[src/rtl/hazard_unit_mc_if.sv]
// Hazard-unit bundle: pipeline status in, stage-register enables/clears out.
// master = pipeline/controller side, slave = hazard unit.
interface hazard_unit_mc_if #(
    parameter int RA_W  = 4,
    parameter int NSRC  = 3,
    parameter int CNT_W = 16
);
    logic [NSRC*RA_W-1:0] RAD;
    logic [NSRC*RA_W-1:0] RAE;
    logic [RA_W-1:0]      WA3E;
    logic [RA_W-1:0]      WA3M;
    logic [RA_W-1:0]      WA3W;
    logic                 MemtoRegE;
    logic                 MemtoRegM;
    logic                 RegWriteM;
    logic                 RegWriteW;
    logic                 PCWrD;
    logic                 CondExE;
    logic                 BranchTakenE;
    logic                 MemAccessM;
    logic                 MemReadyM;
    logic                 StallF;
    logic                 StallD;
    logic                 StallE;
    logic                 StallM;
    logic                 FlushD;
    logic                 FlushE;
    logic                 FlushW;
    logic [2*NSRC-1:0]    ForwardE;
    logic                 MemTimeout;
    logic [CNT_W-1:0]     StallCount;
    logic [CNT_W-1:0]     FlushCount;

    modport master (
        output RAD, RAE, WA3E, WA3M, WA3W,
        output MemtoRegE, MemtoRegM, RegWriteM, RegWriteW,
        output PCWrD, CondExE, BranchTakenE, MemAccessM, MemReadyM,
        input  StallF, StallD, StallE, StallM,
        input  FlushD, FlushE, FlushW, ForwardE,
        input  MemTimeout, StallCount, FlushCount
    );

    modport slave (
        input  RAD, RAE, WA3E, WA3M, WA3W,
        input  MemtoRegE, MemtoRegM, RegWriteM, RegWriteW,
        input  PCWrD, CondExE, BranchTakenE, MemAccessM, MemReadyM,
        output StallF, StallD, StallE, StallM,
        output FlushD, FlushE, FlushW, ForwardE,
        output MemTimeout, StallCount, FlushCount
    );
endinterface

[src/rtl/hazard_unit_mc.sv]
// Hazard unit for the 5-stage F/D/E/M/W pipeline: forwarding, load-use,
// PC-write tracking, memory-wait stall with timeout and perf counters.
module hazard_unit_mc #(
    parameter int RA_W    = 4,
    parameter int NSRC    = 3,
    parameter int LDR_LAT = 1,
    parameter int PC_IDX  = 15,
    parameter int TIMEOUT = 64,
    parameter int CNT_W   = 16
) (
    input logic             clk,
    input logic             reset,
    hazard_unit_mc_if.slave hz
);
    localparam int WC_W = $clog2(TIMEOUT) + 1;
    localparam logic [WC_W-1:0] WC_MAX = WC_W'(TIMEOUT - 1);
    localparam logic [RA_W-1:0] PC_A   = RA_W'(PC_IDX);

    typedef enum logic {ST_RUN, ST_WAIT} state_t;

    state_t            state;
    logic [WC_W-1:0]   wait_cnt;
    logic              mem_timeout;
    logic [2:0]        pend;
    logic [CNT_W-1:0]  stall_cnt;
    logic [CNT_W-1:0]  flush_cnt;

    logic              ld_stall;
    logic              mem_stall;
    logic              m_block;
    logic              pcwr;
    logic              stall_f;
    logic              flush_d;
    logic              flush_e;
    logic [2*NSRC-1:0] fwd;

    // With a 2-cycle load, M-stage load data is not ready to forward
    assign m_block = (LDR_LAT == 2) && hz.MemtoRegM;

    always_comb begin
        ld_stall = 1'b0;
        fwd      = '0;
        for (int i = 0; i < NSRC; i++) begin
            if (hz.RAD[i*RA_W +: RA_W] != PC_A) begin
                if (hz.MemtoRegE &&
                    hz.RAD[i*RA_W +: RA_W] == hz.WA3E)
                    ld_stall = 1'b1;
                if (m_block &&
                    hz.RAD[i*RA_W +: RA_W] == hz.WA3M)
                    ld_stall = 1'b1;
            end
            if (hz.RAE[i*RA_W +: RA_W] != PC_A) begin
                if (hz.RegWriteM && !m_block &&
                    hz.RAE[i*RA_W +: RA_W] == hz.WA3M)
                    fwd[2*i +: 2] = 2'b10;
                else if (hz.RegWriteW &&
                         hz.RAE[i*RA_W +: RA_W] == hz.WA3W)
                    fwd[2*i +: 2] = 2'b01;
            end
        end
    end

    assign mem_stall = hz.MemAccessM && !hz.MemReadyM;
    assign pcwr      = hz.PCWrD | pend[0] | pend[1];
    assign stall_f   = ld_stall | pcwr | mem_stall;
    assign flush_d   = !mem_stall &
                       (pcwr | pend[2] | hz.BranchTakenE);
    assign flush_e   = !mem_stall & (ld_stall | hz.BranchTakenE);

    assign hz.StallF     = !reset & stall_f;
    assign hz.StallD     = !reset & (ld_stall | mem_stall);
    assign hz.StallE     = !reset & mem_stall;
    assign hz.StallM     = !reset & mem_stall;
    assign hz.FlushD     = reset | flush_d;
    assign hz.FlushE     = reset | flush_e;
    assign hz.FlushW     = reset | mem_stall;
    assign hz.ForwardE   = reset ? '0 : fwd;
    assign hz.MemTimeout = mem_timeout;
    assign hz.StallCount = stall_cnt;
    assign hz.FlushCount = flush_cnt;

    always_ff @(posedge clk) begin
        if (reset) begin
            state       <= ST_RUN;
            wait_cnt    <= '0;
            mem_timeout <= 1'b0;
            pend        <= '0;
            stall_cnt   <= '0;
            flush_cnt   <= '0;
        end else begin
            if (!mem_stall)
                pend <= {pend[1],
                         pend[0] & hz.CondExE,
                         hz.PCWrD & !ld_stall & !hz.BranchTakenE};
            // wait_cnt counts consecutive stalled cycles, entry cycle included
            unique case (state)
                ST_RUN: begin
                    if (mem_stall) begin
                        state    <= ST_WAIT;
                        wait_cnt <= WC_W'(1);
                    end else begin
                        wait_cnt <= '0;
                    end
                end
                ST_WAIT: begin
                    if (!mem_stall) begin
                        state    <= ST_RUN;
                        wait_cnt <= '0;
                    end else if (wait_cnt != WC_MAX) begin
                        wait_cnt <= wait_cnt + 1'b1;
                    end
                end
            endcase
            if (mem_stall && wait_cnt == WC_MAX)
                mem_timeout <= 1'b1;
            if (stall_f && stall_cnt != '1)
                stall_cnt <= stall_cnt + 1'b1;
            if ((flush_d | flush_e) && flush_cnt != '1)
                flush_cnt <= flush_cnt + 1'b1;
        end
    end
endmodule

[src/flat_wrapper.sv]
// flat-port wrapper written by rule: the top's interface ports become plain ports
module hazard_unit_mc_flat 
#(
    parameter int RA_W    = 4,
    parameter int NSRC    = 3,
    parameter int LDR_LAT = 1,
    parameter int PC_IDX  = 15,
    parameter int TIMEOUT = 64,
    parameter int CNT_W   = 16
)
  (clk, reset, hz_RAD, hz_RAE, hz_WA3E, hz_WA3M, hz_WA3W, hz_MemtoRegE, hz_MemtoRegM, hz_RegWriteM, hz_RegWriteW, hz_PCWrD, hz_CondExE, hz_BranchTakenE, hz_MemAccessM, hz_MemReadyM, hz_StallF, hz_StallD, hz_StallE, hz_StallM, hz_FlushD, hz_FlushE, hz_FlushW, hz_ForwardE, hz_MemTimeout, hz_StallCount, hz_FlushCount);
  hazard_unit_mc_if #(.RA_W(RA_W), .NSRC(NSRC), .CNT_W(CNT_W)) hz_i ();
  input logic clk;
  input logic reset;
  input wire logic [$bits(hz_i.RAD)-1:0] hz_RAD;
  input wire logic [$bits(hz_i.RAE)-1:0] hz_RAE;
  input wire logic [$bits(hz_i.WA3E)-1:0] hz_WA3E;
  input wire logic [$bits(hz_i.WA3M)-1:0] hz_WA3M;
  input wire logic [$bits(hz_i.WA3W)-1:0] hz_WA3W;
  input wire logic [$bits(hz_i.MemtoRegE)-1:0] hz_MemtoRegE;
  input wire logic [$bits(hz_i.MemtoRegM)-1:0] hz_MemtoRegM;
  input wire logic [$bits(hz_i.RegWriteM)-1:0] hz_RegWriteM;
  input wire logic [$bits(hz_i.RegWriteW)-1:0] hz_RegWriteW;
  input wire logic [$bits(hz_i.PCWrD)-1:0] hz_PCWrD;
  input wire logic [$bits(hz_i.CondExE)-1:0] hz_CondExE;
  input wire logic [$bits(hz_i.BranchTakenE)-1:0] hz_BranchTakenE;
  input wire logic [$bits(hz_i.MemAccessM)-1:0] hz_MemAccessM;
  input wire logic [$bits(hz_i.MemReadyM)-1:0] hz_MemReadyM;
  output wire logic [$bits(hz_i.StallF)-1:0] hz_StallF;
  output wire logic [$bits(hz_i.StallD)-1:0] hz_StallD;
  output wire logic [$bits(hz_i.StallE)-1:0] hz_StallE;
  output wire logic [$bits(hz_i.StallM)-1:0] hz_StallM;
  output wire logic [$bits(hz_i.FlushD)-1:0] hz_FlushD;
  output wire logic [$bits(hz_i.FlushE)-1:0] hz_FlushE;
  output wire logic [$bits(hz_i.FlushW)-1:0] hz_FlushW;
  output wire logic [$bits(hz_i.ForwardE)-1:0] hz_ForwardE;
  output wire logic [$bits(hz_i.MemTimeout)-1:0] hz_MemTimeout;
  output wire logic [$bits(hz_i.StallCount)-1:0] hz_StallCount;
  output wire logic [$bits(hz_i.FlushCount)-1:0] hz_FlushCount;
  assign hz_i.RAD = hz_RAD;
  assign hz_i.RAE = hz_RAE;
  assign hz_i.WA3E = hz_WA3E;
  assign hz_i.WA3M = hz_WA3M;
  assign hz_i.WA3W = hz_WA3W;
  assign hz_i.MemtoRegE = hz_MemtoRegE;
  assign hz_i.MemtoRegM = hz_MemtoRegM;
  assign hz_i.RegWriteM = hz_RegWriteM;
  assign hz_i.RegWriteW = hz_RegWriteW;
  assign hz_i.PCWrD = hz_PCWrD;
  assign hz_i.CondExE = hz_CondExE;
  assign hz_i.BranchTakenE = hz_BranchTakenE;
  assign hz_i.MemAccessM = hz_MemAccessM;
  assign hz_i.MemReadyM = hz_MemReadyM;
  assign hz_StallF = hz_i.StallF;
  assign hz_StallD = hz_i.StallD;
  assign hz_StallE = hz_i.StallE;
  assign hz_StallM = hz_i.StallM;
  assign hz_FlushD = hz_i.FlushD;
  assign hz_FlushE = hz_i.FlushE;
  assign hz_FlushW = hz_i.FlushW;
  assign hz_ForwardE = hz_i.ForwardE;
  assign hz_MemTimeout = hz_i.MemTimeout;
  assign hz_StallCount = hz_i.StallCount;
  assign hz_FlushCount = hz_i.FlushCount;
  hazard_unit_mc #(.RA_W(RA_W), .NSRC(NSRC), .LDR_LAT(LDR_LAT), .PC_IDX(PC_IDX), .TIMEOUT(TIMEOUT), .CNT_W(CNT_W)) u_core (.clk(clk), .reset(reset), .hz(hz_i));
endmodule
[config.mk]
export PLATFORM = sky130hd
export DESIGN_NAME = hazard_unit_mc_flat
export DESIGN_NICKNAME = d
export VERILOG_FILES = /design/src/rtl/hazard_unit_mc_if.sv /design/src/rtl/hazard_unit_mc.sv /design/src/flat_wrapper.sv
export SDC_FILE = /design/constraint.sdc
export NUM_CORES = 1
export LEC_CHECK = 0
export CORE_AREA = 2 2 109 90
export CTS_CLUSTER_DIAMETER = 80
export DETAILED_ROUTE_END_ITERATION = 6
export DIE_AREA = 0 0 111 92
export GPL_TIMING_DRIVEN = 0
export PLACE_DENSITY_LB_ADDON = 0.08
export SYNTH_ARGS = -nofsm -noshare
export SYNTH_HDL_FRONTEND = slang
export SYNTH_SLANG_ARGS = --single-unit
export TNS_END_PERCENT = 1
[constraint.sdc]
create_clock -name clk -period 6 [get_ports clk]
set_clock_uncertainty 0.15 [all_clocks]
set_input_delay 0.6 -clock clk [delete_from_list [all_inputs] [get_ports clk]]
set_output_delay 0.6 -clock clk [all_outputs]
set_load 0.005 [all_outputs]
# == Word level (Yosys, flattened, before mapping) ==
# Index checks and enable logic that the tools add are counted.
# classes
add_sub_neg,3
multipliers,0
n_div,0
order_cmp,0
n_eq_ne,20
n_shift,0
muxes,21
n_bitwise,21
reduce_logical,18
# ops
op,count
equality test 4 bit,9
adder 16 x 1 -> 16 bit (second input constant),2
inequality test 16 bit (second input constant),2
inequality test 4 bit (second input constant),6
two-way mux 7 bit,2
case mux 7 bit (2 select lines),1
logical AND 1 bit,13
two-way mux 2 bit,6
bitwise OR 1 bit,12
two-way mux 1 bit,11
AND 1 bit,8
adder 7 x 1 -> 7 bit (second input constant),1
equality test 7 x 6 -> 1 bit (second input constant),1
inequality test 7 x 6 -> 1 bit (second input constant),1
two-way mux 6 bit,1
logical NOT 1 bit,5
inequality test 3 bit (second input constant),1
NOT 1 bit,1
# totals
regBits,44
latchBits,0
ramBits,0
romBits,0
inputBits,47
output_inout_bits,46
wordCells,89
mem_count,0

# == Logic depth before layout (Yosys ltp) ==
# Gate-level depths: netlist (run 1).
# depth
word_depth,12
ltp_mapped,8
ltp_nobuf,7

# == Worst setup path before layout (run 1) ==
# No wires, ideal clock.
# synth_timing
path_type,input port to flip-flop
startpoint,in hz_WA3E[1]
endpoint,"reg u_core.flush_cnt[4], in the netlist u_core.hz.FlushCount[4]"
setup_ps,121
arrival_ps,1916
required_time_ps,5729
path_slack_ps,3813
path_stages,6
path_buffers,0
path_cell_list,xnor2_1 > nand4_1 > o22ai_2 > nor3_4 > nor4b_1 > mux2_2
# synth_between
elab_chain_cells,12
word_cells_on_any_way,16
classes_between,3 x eq/ne; 6 x mux; 3 x bitwise; 4 x reduce/logical
# synth_rtl
element,line_no,source
from (decl),flat_wrapper.sv:17,input wire logic [$bits(hz_i.WA3E)-1:0] hz_WA3E;
equality test 4 bit,hazard_unit_mc.sv:46,hz.RAD[i*RA_W +: RA_W] == hz.WA3E)
logical AND 1 bit,hazard_unit_mc.sv:45,if (hz.MemtoRegE &&
two-way mux 1 bit,hazard_unit_mc.sv:45,
two-way mux 1 bit,hazard_unit_mc.sv:44,if (hz.RAD[i*RA_W +: RA_W] != PC_A) begin
two-way mux 1 bit,hazard_unit_mc.sv:45,
two-way mux 1 bit,hazard_unit_mc.sv:44,
two-way mux 1 bit,hazard_unit_mc.sv:45,
two-way mux 1 bit (*),hazard_unit_mc.sv:44,
bitwise OR 1 bit (*),hazard_unit_mc.sv:68,assign flush_e = !mem_stall & (ld_stall | hz.BranchTakenE);
AND 1 bit (*),hazard_unit_mc.sv:68,
bitwise OR 1 bit (*),hazard_unit_mc.sv:118,if ((flush_d | flush_e) && flush_cnt != '1)
logical AND 1 bit (*),hazard_unit_mc.sv:118,
to (signal assigned),hazard_unit_mc.sv:119,flush_cnt <= flush_cnt + 1'b1;
to (decl),hazard_unit_mc.sv:26,logic [CNT_W-1:0] flush_cnt;
# Every way passes the cells marked *; elsewhere a longest branch is shown, timed or not.
# A chain may end at the register's enable or synchronous reset.

# == Worst setup path in the final report (run 1) ==
# layout_timing
startpoint,in hz_WA3E[1]
endpoint,out hz_StallF
# layout_between
elab_chain_cells,11
word_cells_on_any_way,15
classes_between,3 x eq/ne; 6 x mux; 3 x bitwise; 3 x reduce/logical
# layout_rtl
element,line_no,source
equality test 4 bit,hazard_unit_mc.sv:46,
logical AND 1 bit,hazard_unit_mc.sv:45,
two-way mux 1 bit,hazard_unit_mc.sv:45,
two-way mux 1 bit,hazard_unit_mc.sv:44,
two-way mux 1 bit,hazard_unit_mc.sv:45,
two-way mux 1 bit,hazard_unit_mc.sv:44,
two-way mux 1 bit,hazard_unit_mc.sv:45,
two-way mux 1 bit (*),hazard_unit_mc.sv:44,
bitwise OR 1 bit (*) (2 in a row),hazard_unit_mc.sv:65,assign stall_f = ld_stall | pcwr | mem_stall;
AND 1 bit (*),hazard_unit_mc.sv:70,assign hz.StallF = !reset & stall_f;
to (decl),flat_wrapper.sv:29,output wire logic [$bits(hz_i.StallF)-1:0] hz_StallF;
# Marks and branches as above.

==> results of run 1 <==
==> where the power goes <==
group          internal [mW]  leakage (nW)  switching, mW
Sequential             0.298         0.356        0.00774
Combinational         0.0700         0.858         0.0580
Clock                  0.166        0.0691          0.115
Total                  0.534          1.28          0.180
==> cell usage in the layout (no fill, tap or decap), types with 7 or more instances in the layout <==
| cell type | instances |
|---|---|
| nand4_1 | 11 |
| o21ai_0 | 17 |
| xor2_1 | 21 |
| o31ai_1 | 12 |
| nor2_1 | 26 |
| or4_1 | 12 |
| clkbuf_1 | 9 |
| clkdlybuf4s50_1 | 91 |
| nand2_1 | 24 |
| nand3_1 | 21 |
| dfxtp_1 | 44 |
| xnor2_1 | 13 |
| or3_1 | 13 |
| nor4_1 | 7 |
| a21oi_1 | 30 |
| and3_1 | 11 |
==> worst max-delay path by stage <==
stage,cells after the start,endpoint,slack [ns]
after floorplan,5,hz_StallD,3.81
after global placement,5,hz_StallD,2.49
after detailed placement,5,hz_StallD,2.47
after CTS,5,hz_StallD,2.48
after global routing,5,hz_StallF,2.36
final,7,hz_StallF,2.54
==> logic make-up (layout without fill, tap and decap cells) <==
group	after synthesis	after routing
xor gates and xnor gates	34	34
adders and majority gates	3	3
DFF	44	44
and+or+nand+nor	153	153
buffers and inverters	20	119
muxes	6	6
AOI/OAI and AO/OA	77	77
==> flip-flops by register name, indices dropped and copies added (netlist names) <==
| register | count |
|---|---|
| u_core.hz.FlushCount | 16 |
| u_core.hz.StallCount | 16 |
| u_core.wait_cnt | 7 |
| u_core.pend | 3 |
| u_core.hz.MemTimeout | 1 |
| u_core.state | 1 |
==> through the flow <==
stage / cells / setup slack, ns
2_1_floorplan: 337 / 3.81
3_5_place_dp: 547 / 2.47
6_report: 555 / 2.54
5_1_grt: 555 / 2.36
4_1_cts: 555 / 2.48
3_3_place_gp: 547 / 2.49
==> per-layer routing <==
metal	vias up	global-route usage
met3	6	0.0416
met2	80	0.247
met5	-	0
met4	0	0.0375
li1	1440	-
met1	1280	0.225
==> critical path: cells and delay by family <==
| family | cells | cell delay [ns] |
|---|---|---|
| xor+xnor | 1 | 0.15 |
| buf+inv | 2 | 1.13 |
| simple gates | 2 | 0.27 |
| compound gates | 2 | 0.56 |
==> area by class of cell <==
class	count	area, µm²
multi-input cells	273	1700
well taps	119	149
clock buffers	6	139
repair buffers	91	911
plain buffers	14	85.1
clock inverters	2	15.0
fillers	943	5350
flip-flops and latches	44	881
inverters	6	22.5
==> metrics.cfg, run 1 <==
[global_route]
grt_use_total = 0.160
antenna_found_initial = 0
grt_max_degree = 15
grt_pass1_vias = 2794
grt_pass1_wl_mm = 13.6
grt_overflow = 0

[synthesis]
synth_top_family_by_area = simple AND/OR/NAND/NOR gates
synth-edff-count = 0
synth.most_common_cell = dfxtp_1
synth_top_area_cell = dfxtp_1
netlist_area_um2 = 2690
muxShareOfSynthArea = 0.0237
synth_compound_area_frac = 0.171
netlist.area_leader.share = 0.327
synth-xor-area-share = 0.111
syn_area_per_cell_um2 = 7.98
yosysUniqueCellTypes = 45
async_flop_share = 0
syn-instance-count = 337
synth_nets = 387
yosys.area_share.simple = 0.313
synth-seq-cells = 44
synthAdderAreaFrac = 0.0140
synthTopCellsByCount = dfxtp_1 (44), a21oi_1 (30), nor2_1 (26)
ys_seq_area_frac = 0.327
synth_ff_type = dfxtp_1
ys_warn_count = 0
ys_top_cells_by_area = dfxtp_1 (33%), xor2_1 (6.8%), a21oi_1 (5.6%)

[layout]
final_area_um2 = 3900
drive_gt1_frac = 0.0596
finalNetCount = 485
area_growth_pct = 45.1
final_util = 0.422
diodes = 0

[drt]
via_per_inst = 5.06
detail_route.wl_per_cell_um = 14.3
firstDrtPassIters = 4
wl_met2_mm = 3.32
met3_length_um = 466
drt_iter0_drc = 106
wirelength_met1_mm = 4.08
drt-total-wl_mm = 7.93
ant_nets = 0
num_vias = 2806
drc = 0
top_layer = met4

[worst_setup_path]
setup.worst_path.start_class = input pin
slowest_stage = clkdlybuf4s50_1
reg2reg_from = u_core.hz.StallCount[0]
slowest_delay_ns = 0.60
crit_chain = clkdlybuf4s50_1 -> xnor2_1 -> nand4_1 -> o22ai_2 -> nor2_1 -> a21oi_1 -> clkdlybuf4s50_1
crit_type = in -> out
path_common_cell = clkdlybuf4s50_1
crit_required_ns = 5.25
r2r-end = u_core.hz.StallCount[1]
ff2ff_setup_slack_ns = 3.55
ff2ff_path_depth = 8
critPathLaunch = hz_WA3E[1]
cp_max_fo = 5
cp-end-kind = primary output
crit_arrival_ns = 2.71

[floorplanning]
rows = 32
dieArea_um2 = 10200
die-height_um = 92
die_w_um = 111
core_um2 = 9250
start_util = 0.291
io_pins = 93

[clocking]
htree_levels = 2
cts-buffers-inserted = 5
cts.clk_slew.worst_paths_ns = 0.07
cts.sinks = 44
cts_root_buffer = clkbuf_16
cts_hold_buf = 0
clockBufferDepth = 2
cts_resized = 0
clk_latency_ns = 0.29
cts_setup_buffers = 0
cts_tree = done

[sta]
setup_viol = 0
fmax_ghz = 0.289
drv_slew = 0
rsz0062_at_grt = no
worst_pin_slew_ns = 0.677
hold_viol = 0
fin_crit_ns = 3.46
final.period_utilization = 0.577
slew_headroom = 0.549
whs_ns = 0.315
timing.setup.tns_ns = 0

[outcome]
status = finished clean

[hold_path]
min_path_type = reg -> reg
hp-start = u_core.pend[2]
min_to = u_core.pend[2]
worst_hold_path.num_cells = 2

[run]
cap_viol_max_count = 0

[placed_design]
portBuffers = 91
gp_congestion = 0.808
dpl_cell_area_um2 = 3750
hpwl_mm = 6.08

[power_and_ir_drop]
leakage_nw = 1.28
total_power_mw = 0.714
power.density_nw_per_um2 = 183
ir_worst_vdd_v = 0.000110

Note: power is estimated with default switching activity, not from simulation.
==> run 2, diff against run 1 <==
==> constraint.sdc (replaced) <==
create_clock -name clk -period 2.8 [get_ports clk]
set_clock_uncertainty 0.15 [all_clocks]
set_input_delay 0.28 -clock clk [delete_from_list [all_inputs] [get_ports clk]]
set_output_delay 0.28 -clock clk [all_outputs]
set_load 0.005 [all_outputs]
==> run 2 against run 1 <==
  * Cell area up 0.71%
  * Largest power group unchanged
  * Register-to-register slack lost 3.2 ns
  * Clock-buffer cell count unchanged
  * Critical path depth fell by 1
  * Via count increased by 0.50%
  * Clock power grew 110%
  * Combinational power is 120% higher
  * Final cell count increased by 0.36%
  * Flip-flop and latch count did not move
  * Worst hold slack barely moved
==> metrics.cfg, run 2 (same netlist as run 1, synthesis figures left out) <==
[placed_design]
hpwl_mm = 6.08  ; unchanged
gp_congestion = 0.808  ; unchanged
dpl_cell_area_um2 = 3750  ; unchanged
portBuffers = 91  ; unchanged

[layout]
area_growth_pct = 46.1
finalNetCount = 487  ; +0.41%
final_area_um2 = 3930  ; +0.71%
diodes = 0  ; unchanged
final_cell_mix = clkdlybuf4s50_1 (91), dfxtp_1 (44), a21oi_1 (30)
final_util = 0.425  ; +0.00298
nFillCells = 944  ; +0.11%
final_common_cell = clkdlybuf4s50_1
drive_gt1_frac = 0.0708  ; +0.0111

[drt]
num_vias = 2820  ; +0.50%
firstDrtPassIters = 6  ; +2
ant_nets = 0  ; unchanged
drc = 0  ; unchanged
via_per_inst = 5.06  ; +0.14%
drt_iter0_drc = 111  ; +4.7%
detail_route.wl_per_cell_um = 14.4  ; +0.49%
drt-total-wl_mm = 8.00  ; +0.86%

[global_route]
grt_overflow = 0  ; unchanged
antenna_found_initial = 0  ; unchanged
grt_pass1_wl_mm = 13.7  ; +0.91%
grt_max_degree = 15  ; unchanged
grt_use_total = 0.162  ; +0.00155
grt_pass1_vias = 2809  ; +0.54%

[worst_setup_path]
ff2ff_path_depth = 8  ; unchanged
cp-endpoint = hz_StallM
crit_required_ns = 2.37  ; -2.88 ns
crit_arrival_ns = 2.26  ; -0.45 ns
critPathLaunch = hz_MemReadyM
r2r-end = u_core.hz.StallCount[1]
cp-end-kind = primary output
reg2reg_from = u_core.hz.StallCount[0]
ff2ff_setup_slack_ns = 0.37  ; -3.18 ns
cp_max_fo = 10  ; +5
setup.worst_path.start_class = input pin
crit_type = in -> out

[sta]
drv_slew = 0  ; unchanged
rsz0062_at_grt = yes
fin_crit_ns = 2.69
fmax_ghz = 0.372
hold_viol = 0  ; unchanged
slew_headroom = 0.544  ; -0.00440
worst_pin_slew_ns = 0.684  ; +0.00660 ns
final.period_utilization = 0.960
setup_viol = 0  ; unchanged

[run]
cap_viol_max_count = 0  ; unchanged

[floorplanning]
die_w_um = 111  ; unchanged
dieArea_um2 = 10200  ; unchanged
io_pins = 93  ; unchanged
die-height_um = 92  ; unchanged
core_um2 = 9250  ; unchanged
rows = 32  ; unchanged
start_util = 0.291  ; unchanged

[power_and_ir_drop]
total_power_mw = 1.54  ; +120%
power.density_nw_per_um2 = 391  ; +110%
ir_worst_vdd_v = 0.000236  ; +120%
leakage_nw = 1.30  ; +1.3%

[clocking]
cts_tree = done
cts-buffers-inserted = 5  ; unchanged
cts.clk_slew.worst_paths_ns = 0.07  ; about the same
cts_root_buffer = clkbuf_16
clk_latency_ns = 0.29  ; about the same
cts.sinks = 44  ; unchanged
htree_levels = 2  ; unchanged
clockBufferDepth = 2  ; unchanged

[hold_path]
min_path_type = reg -> reg

[outcome]
status = finished clean

==> run 2: worst min path at each step <==
| stage | slack [ns] | start | depth (start not counted) | end |
|---|---|---|---|---|
| 3_3_place_gp | 0.30 | u_core.pend[2] | 2 | u_core.pend[2] |
| 5_1_grt | 0.35 | u_core.wait_cnt[4] | 1 | u_core.wait_cnt[4] |
| 4_1_cts | 0.31 | u_core.pend[2] | 2 | u_core.pend[2] |
| 2_1_floorplan | 0.28 | u_core.state | 1 | u_core.wait_cnt[0] |
| 3_5_place_dp | 0.30 | u_core.pend[2] | 2 | u_core.pend[2] |
| 6_report | 0.32 | u_core.pend[2] | 2 | u_core.pend[2] |
==> run 2: area by class of cell <==
class / count / area (µm²) / share of cell area
Inverter: 6 / 22.5 / 0.00573
Buffer: 14 / 87.6 / 0.0223
Timing Repair Buffer: 93 / 926 / 0.236
Clock buffer: 6 / 139 / 0.0353
Clock inverter: 2 / 15.0 / 0.00382
Tap cell: 119 / 149 / 0.0379
Multi-Input combinational cell: 273 / 1710 / 0.435
Sequential cell: 44 / 881 / 0.224
==> run 2: through the flow <==
| step | TNS [ns] | worst slack [ns] | std cells | hold WS (ns) |
|---|---|---|---|---|
| 2_1_floorplan | 0 | 0.657 | 337 | 0.281 |
| 3_3_place_gp | -0.127 | -0.0657 | 547 | 0.297 |
| 3_5_place_dp | -0.159 | -0.0853 | 547 | 0.300 |
| 4_1_cts | 0 | 0.00714 | 555 | 0.311 |
| 5_1_grt | -0.0524 | -0.0363 | 557 | 0.353 |
| 6_report | 0 | 0.111 | 557 | 0.315 |
==> run 2: timing repair <==
item / CTS / global route
pin swaps: 0 / 2
setup buffers: 0 / 2
resized for setup: 2 / 3
hold buffers: 0 / 0
endpoints found under the setup margin: 2 / 5
==> run 2: critical path: stages <==
cell and delay [ns]:
clkdlybuf4s50_1 0.47, nand2b_1 0.28, clkbuf_1 0.46, nor2_1 0.16
buf_4 0.17, clkdlybuf4s50_1 0.44
==> run 2: per-layer routing <==
layer | GRT usage | routed length (µm) | share of wire | vias up
li1 | - | - | - | 1441
met4 | 0.0375 | 57 | 0.0071 | 0
met1 | 0.227 | 4110 | 0.51 | 1291
met5 | 0 | 0 | 0 | -
met3 | 0.0416 | 461 | 0.058 | 6
met2 | 0.250 | 3380 | 0.42 | 82
==> run 2: power by group <==
part           switching [mW]  internal, mW
registers              0.0165         0.638
clock network           0.245         0.355
logic                   0.128         0.153
total                   0.389          1.15
==> run 3, diff against run 2 <==
--- a/config.mk
+++ b/config.mk
@@ -5,10 +5,10 @@
 export SDC_FILE = /design/constraint.sdc
 export NUM_CORES = 1
 export LEC_CHECK = 0
-export CORE_AREA = 2 2 109 90
+export CORE_AREA = 8 8 115 96
 export CTS_CLUSTER_DIAMETER = 80
 export DETAILED_ROUTE_END_ITERATION = 6
-export DIE_AREA = 0 0 111 92
+export DIE_AREA = 0 0 123 104
 export GPL_TIMING_DRIVEN = 0
 export PLACE_DENSITY_LB_ADDON = 0.08
 export SYNTH_ARGS = -nofsm -noshare
==> run 3 against run 2 <==
  * Flip-flop and latch count unchanged
  * Largest cell class unchanged
  * Sequential power about the same
  * Non-clock buffer count is the same
  * Utilization rose by 0.17 points
  * Largest power group is now the clock network
  * Highest routed layer unchanged
  * Clock-buffer cell count fell by 1
==> metrics.cfg, run 3 (same netlist as run 1, synthesis figures left out) <==
[layout]
final_cell_mix = clkdlybuf4s50_1 (88), dfxtp_1 (44), a21oi_1 (28)
regArea_um2 = 881  ; unchanged
drive_gt1_frac = 0.0753  ; +0.00457
final_common_cell = clkdlybuf4s50_1
final_area_um2 = 3960  ; +0.83%
fin_cells = 557  ; unchanged
diodes = 0  ; unchanged
finalNetCount = 487  ; unchanged
area_growth_pct = 47.3
nFillCells = 979  ; +3.7%
multi_input_area_um2 = 1720  ; +0.44%

[global_route]
use_met2 = 0.202  ; -0.0484
grt_pass1_wl_mm = 14.5  ; +6.0%
antenna_found_initial = 0  ; unchanged
use_met1 = 0.190  ; -0.0361
grt_max_degree = 16  ; +1
grt_pass1_vias = 2859  ; +1.8%
use_met3 = 0.0472  ; +0.00557
grt_overflow = 0  ; unchanged
grt_use_total = 0.138  ; -0.0238
top_usage_layer = met2

[hold_path]
min_path_type = reg -> reg
min_to = u_core.pend[2]
hp-start = u_core.pend[2]
worst_hold_path.num_cells = 2  ; unchanged

[floorplanning]
rows = 32  ; unchanged
die_w_um = 123  ; +11%
start_util = 0.290  ; -0.00125
io_pins = 93  ; unchanged
core_um2 = 9290  ; +0.43%
dieArea_um2 = 12800  ; +25%
die-height_um = 104  ; +13%

[placed_design]
pre_cts_ws_ns = -0.0833  ; +0.00197 ns
dp_cells = 547  ; unchanged
hpwl_mm = 6.70  ; +10%
gp_congestion = 0.818  ; +1.2%
portBuffers = 91  ; unchanged
dpl_cell_area_um2 = 3750  ; unchanged

[worst_setup_path]
crit_arrival_ns = 2.19  ; -0.07 ns
path_common_cell = clkdlybuf4s50_1
crit_type = in -> out
ff2ff_setup_slack_ns = 0.34  ; -0.03 ns
reg2reg_from = u_core.hz.StallCount[0]
slowest_stage = clkdlybuf4s50_1
path_buf_inv = 4  ; unchanged
cp_max_fo = 10  ; unchanged
cp-end-kind = primary output
ff2ff_path_depth = 8  ; unchanged
crit_chain = clkdlybuf4s50_1 -> inv_1 -> clkbuf_1 -> o21ai_0 -> nor2_1 -> clkdlybuf4s50_1
cp_top_family = buffers and inverters
crit_required_ns = 2.37  ; about the same
r2r-end = u_core.hz.StallCount[1]
setup.worst_path.start_class = input pin
slowest_delay_ns = 0.53  ; +0.06 ns

[clocking]
cts-buffers-inserted = 5  ; unchanged
cts_root_buffer = clkbuf_16
cts.sinks = 44  ; unchanged
clockBufferDepth = 2  ; unchanged
cts_hold_buf = 0  ; unchanged
htree_levels = 2  ; unchanged
cts_tree = done
cts.clk_slew.worst_paths_ns = 0.07  ; about the same
clk_latency_ns = 0.29  ; about the same

[sta]
final.period_utilization = 0.936  ; -0.0243
slew_headroom = 0.563  ; +0.0192
whs_ns = 0.321  ; +0.00592 ns
setup_slack_ns = 0.180  ; +0.0682 ns
fmax_ghz = 0.382  ; +2.6%
fin_crit_ns = 2.62  ; -0.0682 ns
hold_viol = 0  ; unchanged
rsz0062_at_grt = no
drv_slew = 0  ; unchanged
worst_pin_slew_ns = 0.655  ; -0.0287 ns
setup_viol = 0  ; unchanged

[drt]
num_vias = 2865  ; +1.6%
drt-total-wl_mm = 8.73  ; +9.1%
via_per_inst = 5.14  ; +1.6%
drt_iter0_drc = 118  ; +6.3%
ant_nets = 0  ; unchanged
firstDrtPassIters = 4  ; -2
detail_route.wl_per_cell_um = 15.7  ; +9.1%
drc = 0  ; unchanged

[power_and_ir_drop]
total_power_mw = 1.63  ; +6.0%
ir_worst_vdd_v = 0.000324  ; +37%
power.density_nw_per_um2 = 411  ; +5.1%
leakage_nw = 1.34  ; +3.0%

[run]
cap_viol_max_count = 0  ; unchanged

[outcome]
status = finished clean

## run 3: cell types whose count changed in the layout (fill, tap and decap cells not counted), sizes merged
cell / change
clkdlybuf4s50: -3
bufinv: +1
dlymetal6s2s: +3
inv: +1
clkinvlp: -1
clkbuf: -1
## run 3: worst max path at each step
stage	from	end	slack, ns	cells after the start
finish	reset	hz_ForwardE[5]	0.18	6
global route	reset	hz_ForwardE[5]	0.01	6
CTS	hz_WA3E[2]	hz_StallF	0.01	7
detailed placement	reset	hz_StallF	-0.08	5
global placement	reset	hz_StallD	-0.04	5
floorplan	u_core.hz.StallCount[0]	u_core.hz.StallCount[1]	0.66	8
## run 3: through the flow
| step | util | setup TNS, ns |
|---|---|---|
| floorplan | - | 0 |
| global placement | 0.404 | -0.0856 |
| detailed placement | 0.404 | -0.168 |
| CTS | 0.423 | 0 |
| global route | 0.427 | 0 |
| finish | 0.427 | 0 |
## run 3: metal layers
| layer | routed length (µm) | vias up |
|---|---|---|
| met2 | 3610 | 85 |
| met3 | 692 | 5 |
| met5 | 0 | - |
| li1 | - | 1443 |
| met4 | 65 | 0 |
| met1 | 4360 | 1332 |
## run 3: final cells by class
class	count	area share
Multi-Input combinational cell	273	0.434
Timing Repair Buffer	93	0.235
Sequential cell	44	0.222
Tap cell	119	0.0376
Clock buffer	5	0.0316
Buffer	14	0.0221
Clock inverter	3	0.0117
Inverter	6	0.00568
## run 3: repair_timing
item,4_1_cts,5_1_grt
setup buffers,0,2
pin swaps,0,2
resized for setup,2,8
endpoints found under the setup margin,2,4
## run 3: worst min-delay path: stages (launching register included)
cell and delay (ns):
dfxtp_1 0.32, nand2_1 0.06, a21oi_1 0.05
## run 3: where the power goes
| group | total, mW | internal [mW] | switching, mW |
|---|---|---|---|
| Clock | 0.691 | 0.425 | 0.267 |
| Combinational | 0.282 | 0.153 | 0.129 |
| Sequential | 0.655 | 0.638 | 0.0164 |
| Total | 1.63 | 1.22 | 0.412 |
